--- src/rtl/ham_arbiter.sv ---
// Two-requester, burst-granular round-robin front end for a shared HAM32 popcount
// datapath; per-word counts are summed with saturation and returned tagged by requester.

module ham32 (
  input  logic [31:0] data,
  output logic [5:0]  count
);

  always_comb begin
    count = '0;
    for (int i = 0; i < 32; i++) count = count + 6'(data[i]);
  end

endmodule

module ham_arbiter #(
  parameter int ACCW = 16,
  parameter int NREQ = 2
) (
  input  logic              clk,
  input  logic              rst,
  input  logic [NREQ-1:0]   req_valid,
  input  logic [32*NREQ-1:0] req_data,
  input  logic [NREQ-1:0]   req_last,
  output logic [NREQ-1:0]   req_ready,
  output logic              rsp_valid,
  input  logic              rsp_ready,
  output logic [ACCW-1:0]   rsp_data,
  output logic              rsp_id,
  output logic              rsp_sat
);

  typedef enum logic [1:0] {IDLE, BURST, RESP} state_t;

  state_t          state;
  logic            rr_ptr;
  logic            grant;
  logic            sat;
  logic [ACCW-1:0] acc;

  logic [31:0]     word;
  logic [5:0]      count;
  logic [ACCW:0]   acc_sum;
  logic            over;
  logic [ACCW-1:0] acc_new;
  logic            sat_new;
  logic            hs;
  logic            pick;

  assign word = req_data[32*int'(grant) +: 32];

  ham32 u_ham (
    .data  (word),
    .count (count)
  );

  // One spare bit catches overflow; a single word adds at most 32, so it cannot wrap twice.
  assign acc_sum = {1'b0, acc} + (ACCW+1)'(count);
  assign over    = acc_sum[ACCW];
  assign acc_new = over ? '1 : acc_sum[ACCW-1:0];
  assign sat_new = sat | over;

  assign hs   = req_valid[grant] & req_ready[grant];
  assign pick = (req_valid[0] & req_valid[1]) ? rr_ptr : req_valid[1];

  always_ff @(posedge clk or posedge rst) begin
    if (rst) begin
      state     <= IDLE;
      rr_ptr    <= 1'b0;
      grant     <= 1'b0;
      acc       <= '0;
      sat       <= 1'b0;
      req_ready <= '0;
      rsp_valid <= 1'b0;
      rsp_data  <= '0;
      rsp_id    <= 1'b0;
      rsp_sat   <= 1'b0;
    end else begin
      case (state)
        IDLE: begin
          if (|req_valid) begin
            grant     <= pick;
            req_ready <= NREQ'(1) << pick;
            acc       <= '0;
            sat       <= 1'b0;
            state     <= BURST;
          end
        end
        BURST: begin
          if (hs) begin
            acc <= acc_new;
            sat <= sat_new;
            if (req_last[grant]) begin
              rsp_data  <= acc_new;
              rsp_sat   <= sat_new;
              rsp_id    <= grant;
              rr_ptr    <= ~grant;
              req_ready <= '0;
              rsp_valid <= 1'b1;
              state     <= RESP;
            end
          end
        end
        RESP: begin
          if (rsp_ready) begin
            rsp_valid <= 1'b0;
            state     <= IDLE;
          end
        end
        default: state <= IDLE;
      endcase
    end
  end

endmodule
--- config.mk ---
export PLATFORM = sky130hd
export DESIGN_NAME = ham_arbiter
export DESIGN_NICKNAME = d
export VERILOG_FILES = /design/src/rtl/ham_arbiter.sv
export SDC_FILE = /design/constraint.sdc
export NUM_CORES = 1
export LEC_CHECK = 0
export ABC_AREA = 0
export CAP_MARGIN = 20
export CORE_MARGIN = 2
export CORE_UTILIZATION = 45
export CTS_CLUSTER_DIAMETER = 100
export DETAILED_ROUTE_END_ITERATION = 8
export GPL_TIMING_DRIVEN = 1
export HOLD_SLACK_MARGIN = 0.06
export PLACE_DENSITY = 0.78
export SYNTH_ARGS = -nofsm -noshare
export SYNTH_HDL_FRONTEND = slang
export SYNTH_HIERARCHICAL = 1
export SYNTH_SLANG_ARGS = --single-unit
--- constraint.sdc ---
create_clock -name clk -period 7.1 [get_ports clk]
set_input_delay 1.065 -clock clk [delete_from_list [all_inputs] [get_ports clk]]
set_output_delay 1.065 -clock clk [all_outputs]
set_load 0.02 [all_outputs]
==> results.cfg, run 1 <==
[outcome]
status = complete, no violations

[floorplanning]
die_area_sq_mm = 0.00846
rows = 32
io_pins = 92
start_util = 0.458
die_h_um = 92.0
core_area_sq_mm = 0.00761
die_w_um = 92.0

[clock_tree]
clk_latency_ps = 290
cts_tree = done
clk_pin_slew_ps = 80
clk_path_buf_depth = 2
clock-sinks = 42
root_buffer = clkbuf_8
cts_made_buffers = 5
htreeDepth = 2

[timing]
whs_ps = 484
fin_skew_ps = 6.16
fin_crit_sh = 0.963
max_freq_ghz = 0.146
rsz0062_at_grt = no
post-route-min-period_ps = 6840
setup_viol = 0
slew_headroom = 0.379
slew_violations = 0
hold_viol_final = 0
tightest_slew_ps = 929

[worst_setup_path]
rr_startpoint = grant
timing.reg2reg.setup_slack_ps = 480
critPathSlowestCell = fa_1
cp-start-kind = primary input
worst_path_most_repeated_cell = fa_1
endpoint = acc[15]
rr_worst_depth = 23
worstSetupStartpoint = req_data[53]
end_kind = register
worstPathCellList = dlymetal6s2s_1, mux2_4, fa_1, fa_1, fa_1, fa_1, fa_1, inv_1, fa_1, inv_1, ha_2, inv_2, fa_2, nand2b_4, a21oi_2, xor2_1, ha_1, nand2_2, o211a_1, nor3b_4, buf_2, nor4_1, nor3_1
reg2reg_to = acc[15]
cp.required_ps = 7310
worstPathMaxFanout = 5
worst_ep_arrival_time_ps = 7040
worst-setup-path-type = primary input to register
slowest_delay_ps = 580

[routing]
dr.pass1.iters = 4
ant_nets = 0
wl_met1_um = 3920
vias_per_cell = 5.42
drtIter0Drc = 156
drt-wirelength-per-cell_um = 15.6
met2WireLength_um = 4600
top_layer = met4
drc_errors = 0
drt-total-wl_um = 9090
num_vias = 3162
route.met3.wl_um = 429

[yosys]
ys_seq_area_frac = 0.302
syn_avg_cell_area_sq_um = 9.57
ys.flop_type = dfrtp_1
ys_ff_latch = 42
ys_types = 53
ys_warn_count = 6
synthCells = 364
async_reset_ff_frac = 1.00
syn_nets = 473
synth-edff-count = 0
synth_area_sq_mm = 0.00348

[global_routing]
track_usage = 0.209
grt_pass1_wl_um = 14400
antenna_found_initial = 0
grt_max_degree = 43
overflow = 0
grt_pass1_vias = 3218

[finish]
nets = 589
diodes = 0
area_growth_pct = 44.1
final_cell_area_sq_mm = 0.00502
drive_gt1_frac = 0.227

[placement]
post-dp-hpwl_um = 6830
portBuffers = 91
gp_congestion = 0.889
placed_area_sq_mm = 0.00463

[run]
drv_cap = 0

[min_path]
hold_path.class = register to register
## state kept, by name, summed over array words and instances, names as in the netlist
register	cells
grant	1
rr_ptr	1
rsp_data	16
sat	1
rsp_valid	1
rsp_sat	1
acc	16
rsp_id	1
req_ready	2
state	2
## cell usage after synthesis, drive strengths merged (2+ instances only)
cell type / count / area share
nand3: 10 / 0.014
nor4b: 3 / 0.0075
xnor2: 5 / 0.013
fa: 25 / 0.14
o31ai: 5 / 0.011
mux2i: 2 / 0.0057
nand4: 5 / 0.013
nor2: 21 / 0.024
and2: 2 / 0.0036
inv: 37 / 0.040
a41oi: 2 / 0.0050
nor4: 7 / 0.013
and3: 4 / 0.0072
nor3: 9 / 0.020
nand2b: 3 / 0.0054
clkbuf: 7 / 0.0075
ha: 13 / 0.047
or3: 4 / 0.0079
a21oi: 19 / 0.031
o21ai: 25 / 0.036
dfrtp: 42 / 0.30
mux2: 32 / 0.10
buf: 8 / 0.017
nand2: 40 / 0.043
xor2: 5 / 0.013
a31oi: 6 / 0.011
o22a: 3 / 0.0075
a211oi: 2 / 0.0043
a21o: 4 / 0.0086
## layout by cell type (no fill, tap or decap), types with 3 or more instances in the layout
cell | netlist | final
mux2_2 | 32 | 17
dfrtp_1 | 42 | 42
nor2_1 | 19 | 19
nand4_1 | 4 | 4
nand2_1 | 40 | 39
a21oi_1 | 16 | 14
o31ai_1 | 5 | 4
nand3_1 | 10 | 10
mux2_4 | 0 | 15
xor2_1 | 5 | 5
o21ai_0 | 15 | 13
clkbuf_8 | 0 | 5
a21o_1 | 4 | 4
o21ai_1 | 10 | 12
xnor2_1 | 5 | 5
nor3_1 | 5 | 5
a31oi_1 | 6 | 4
a21oi_2 | 3 | 4
inv_1 | 37 | 30
fa_1 | 25 | 24
inv_2 | 0 | 7
o22a_1 | 3 | 3
ha_1 | 13 | 12
dlymetal6s2s_1 | 0 | 30
buf_4 | 1 | 30
clkdlybuf4s50_1 | 0 | 61
nor3_2 | 3 | 3
nor4_1 | 7 | 6
## worst max-delay path: cells and delay by family
family                     cells  cell delay, ps
muxes                          1             270
and+or+nand+nor                5             850
adders and majority gates      9            3840
AOI/OAI and AO/OA              2             410
xor gates and xnor gates       1              80
buffers and inverters          5             540
## stage by stage
stage          utilization  worst slack (ps)  cells  setup TNS, ps
6_report             0.659               264    583              0
5_1_grt              0.659              50.3    583              0
4_1_cts              0.633              31.2    581              0
3_5_place_dp         0.609              -555    568         -13480
3_3_place_gp         0.609              -420    568          -9220
2_1_floorplan            -               294    364              0
## layout make-up
class	count	area (sq um)
Sequential cell	42	1050
Clock inverter	2	13.8
Fill cell	587	2590
Tap cell	102	128
Clock buffer	6	72.6
Inverter	37	139
Multi-Input combinational cell	270	2370
Timing Repair Buffer	124	1240
## cell families after synthesis
family / count (synthesis) / share of synthesized area
multiplexers: 34 / 0.109
AND/OR/NAND/NOR: 112 / 0.171
XOR/XNOR: 10 / 0.0252
AO/OA/AOI/OAI: 76 / 0.138
buffers and inverters: 52 / 0.0640
adder cells (fa/ha/maj): 38 / 0.190
flip-flops: 42 / 0.302
## timing repair
item,4_1_cts,5_1_grt
pin swaps,5,9
cloned,0,1
hold buffers,0,0
setup buffers,5,1
gates resized for setup,14,63
setup endpoints to repair,33,33
## routing by layer
layer | vias to the layer above | GRT usage
met5 | - | 0
met4 | 0 | 0.0522
met3 | 14 | 0.0411
met2 | 91 | 0.343
met1 | 1557 | 0.286
li1 | 1500 | -
## how the worst min path moves through the flow
stage,startpoint,endpoint,cells after the start
detailed placement,rsp_data[11],rsp_data[11],2
CTS,rsp_data[11],rsp_data[11],2
global route,rr_ptr,rr_ptr,1
finish,rsp_data[13],rsp_data[13],2
floorplan,rr_ptr,rr_ptr,1
global placement,rsp_data[14],rsp_data[14],2
Power of run 1 is not shown: default switching activity piles up to over one toggle a cycle in this logic, so the estimate is an artifact.
==> run 2: changes to the inputs <==
--- a/config.mk
+++ b/config.mk
@@ -8,12 +8,13 @@
 export ABC_AREA = 0
 export CAP_MARGIN = 20
 export CORE_MARGIN = 2
-export CORE_UTILIZATION = 45
+export CORE_UTILIZATION = 55
 export CTS_CLUSTER_DIAMETER = 100
 export DETAILED_ROUTE_END_ITERATION = 8
+export DONT_BUFFER_PORTS = 1
 export GPL_TIMING_DRIVEN = 1
 export HOLD_SLACK_MARGIN = 0.06
-export PLACE_DENSITY = 0.78
+export PLACE_DENSITY = 0.73
 export SYNTH_ARGS = -nofsm -noshare
 export SYNTH_HDL_FRONTEND = slang
 export SYNTH_HIERARCHICAL = 1
==> results.cfg, run 2 (synthesis gave the netlist of run 1 again) <==
[worst_setup_path]
worst_path_most_repeated_cell = fa_1
cp-start-kind = primary input
end_kind = register
slowest_delay_ps = 560
worstSetupStartpoint = req_data[33]
worst_ep_arrival_time_ps = 6860
worstPathMaxFanout = 5
rr_startpoint = grant
cp.required_ps = 7230
timing.reg2reg.setup_slack_ps = 380
worst-setup-path-type = primary input to register
worstPathCellList = mux2_2, inv_1, fa_1, inv_1, fa_1, fa_1, fa_1, fa_1, inv_1, fa_1, inv_1, ha_1, inv_1, fa_1, nand2b_1, a21oi_2, xor2_1, ha_1, a21oi_2, o21ai_1, a21o_1, nor4b_1, o31ai_1
critPathSlowestCell = fa_1

[floorplanning]
die_w_um = 83.6
core_area_sq_mm = 0.00603
io_pins = 92
rows = 28
die_h_um = 83.6
die_area_sq_mm = 0.00698
start_util = 0.578

[finish]
fillCellCount = 517
multiInputGateArea_sq_mm = 0.00224
nets = 472
reg_top3 = acc (16), rsp_data (16)
final_cell_area_sq_mm = 0.00370
final_cell_mix = dfrtp_1 (41), nand2_1 (40), inv_1 (37)
area_growth_pct = 6.25
diodes = 0
seqCellArea_sq_mm = 0.00105
mostFrequentLayoutCell = dfrtp_1
drive_gt1_frac = 0.187

[clock_tree]
cts_made_buffers = 5
htreeDepth = 2
clock-sinks = 42
clk_pin_slew_ps = 80
cts_tree = done
root_buffer = clkbuf_8
cts_setup_buffers = 0
clk_latency_ps = 300
clk_path_buf_depth = 2

[timing]
post-route-min-period_ps = 6730
fin_skew_ps = 6.38
slew_violations = 0
fin_crit_sh = 0.947
tightest_slew_ps = 901
slew_headroom = 0.398
whs_ps = 489
setup_viol = 0
rsz0062_at_grt = yes
hold_viol_final = 0
max_freq_ghz = 0.149

[routing]
ant_nets = 0
num_vias = 2582
drc_errors = 0
drt-total-wl_um = 7300
dr.pass1.iters = 5
drtIter0Drc = 152
drt-wirelength-per-cell_um = 16.6
vias_per_cell = 5.88

[placement]
portBuffers = 0
gp_congestion = 0.899
placed_area_sq_mm = 0.00356
post-dp-hpwl_um = 5740

[min_path]
hold_path.class = register to register
hold_start = rr_ptr

[global_routing]
grt_pass1_wl_um = 12100
grt_pass1_vias = 2533
antenna_found_initial = 0
grt_max_degree = 43
overflow = 0
track_usage = 0.212

[outcome]
status = complete, no violations

[run]
drv_cap = 0
[run 2: cell count changes in the layout (fill, tap and decap cells not counted), sizes merged]
cell	delta
dlymetal6s2s	-30
clkdlybuf4s50	-61
clkbuf	+2
clkinv	-2
buf	-26
[run 2: cell type report]
class / count / area share
clock buffers: 8 / 0.0298
inverters: 37 / 0.0375
multi-input cells: 270 / 0.605
well taps: 75 / 0.0254
flip-flops and latches: 42 / 0.284
repair buffers: 7 / 0.0176
[run 2: stage by stage]
step / cells / TNS [ps] / utilization / setup slack, ps
floorplan: 364 / 0 / - / 294
global placement: 431 / 0 / 0.590 / 0.519
detailed placement: 431 / -677 / 0.590 / -161
CTS: 439 / 0 / 0.609 / 111
global route: 439 / -19.8 / 0.614 / -16.5
finish: 439 / 0 / 0.614 / 374
[run 2: final timing paths]
| check | to | cells past startpoint |
|---|---|---|
| setup / recovery | rsp_data[15] | 23 |
| hold / removal | rr_ptr | 1 |
| setup reg to reg | rsp_data[15] | 24 |
| hold reg to reg | rr_ptr | 1 |
| max in group asynchronous | grant | 2 |
| min in group asynchronous | rsp_data[14] | 2 |
[run 2: worst max-delay path, delay by kind of cell]
kind / cells / cell delay, ps
and+or+nand+nor: 2 / 500
xor gates and xnor gates: 1 / 160
adders and majority gates: 9 / 3660
AOI/OAI and AO/OA: 5 / 910
buffers and inverters: 5 / 320
muxes: 1 / 240
[run 2: per-layer routing]
layer / track usage / vias up / wire length (um)
met5: 0 / - / 0
met4: 0.0499 / 0 / 41
met3: 0.0445 / 5 / 480
met2: 0.324 / 103 / 3480
met1: 0.309 / 1209 / 3300
li1: - / 1265 / -
[run 2: timing repair]
action,4_1_cts,5_1_grt
endpoints found under the setup margin,0,31
resized for setup,0,9
hold buffers,0,0
Power of run 2 is left out for the same reason.
==> run 3: changes to the inputs <==
--- a/config.mk
+++ b/config.mk
@@ -12,6 +12,7 @@
 export CTS_CLUSTER_DIAMETER = 100
 export DETAILED_ROUTE_END_ITERATION = 8
 export DONT_BUFFER_PORTS = 1
+export GPL_ROUTABILITY_DRIVEN = 0
 export GPL_TIMING_DRIVEN = 1
 export HOLD_SLACK_MARGIN = 0.06
 export PLACE_DENSITY = 0.73
==> results of run 3 <==
Final layout, timing and power as in run 2 (identical DEF).
Power of run 3 is left out for the same reason.
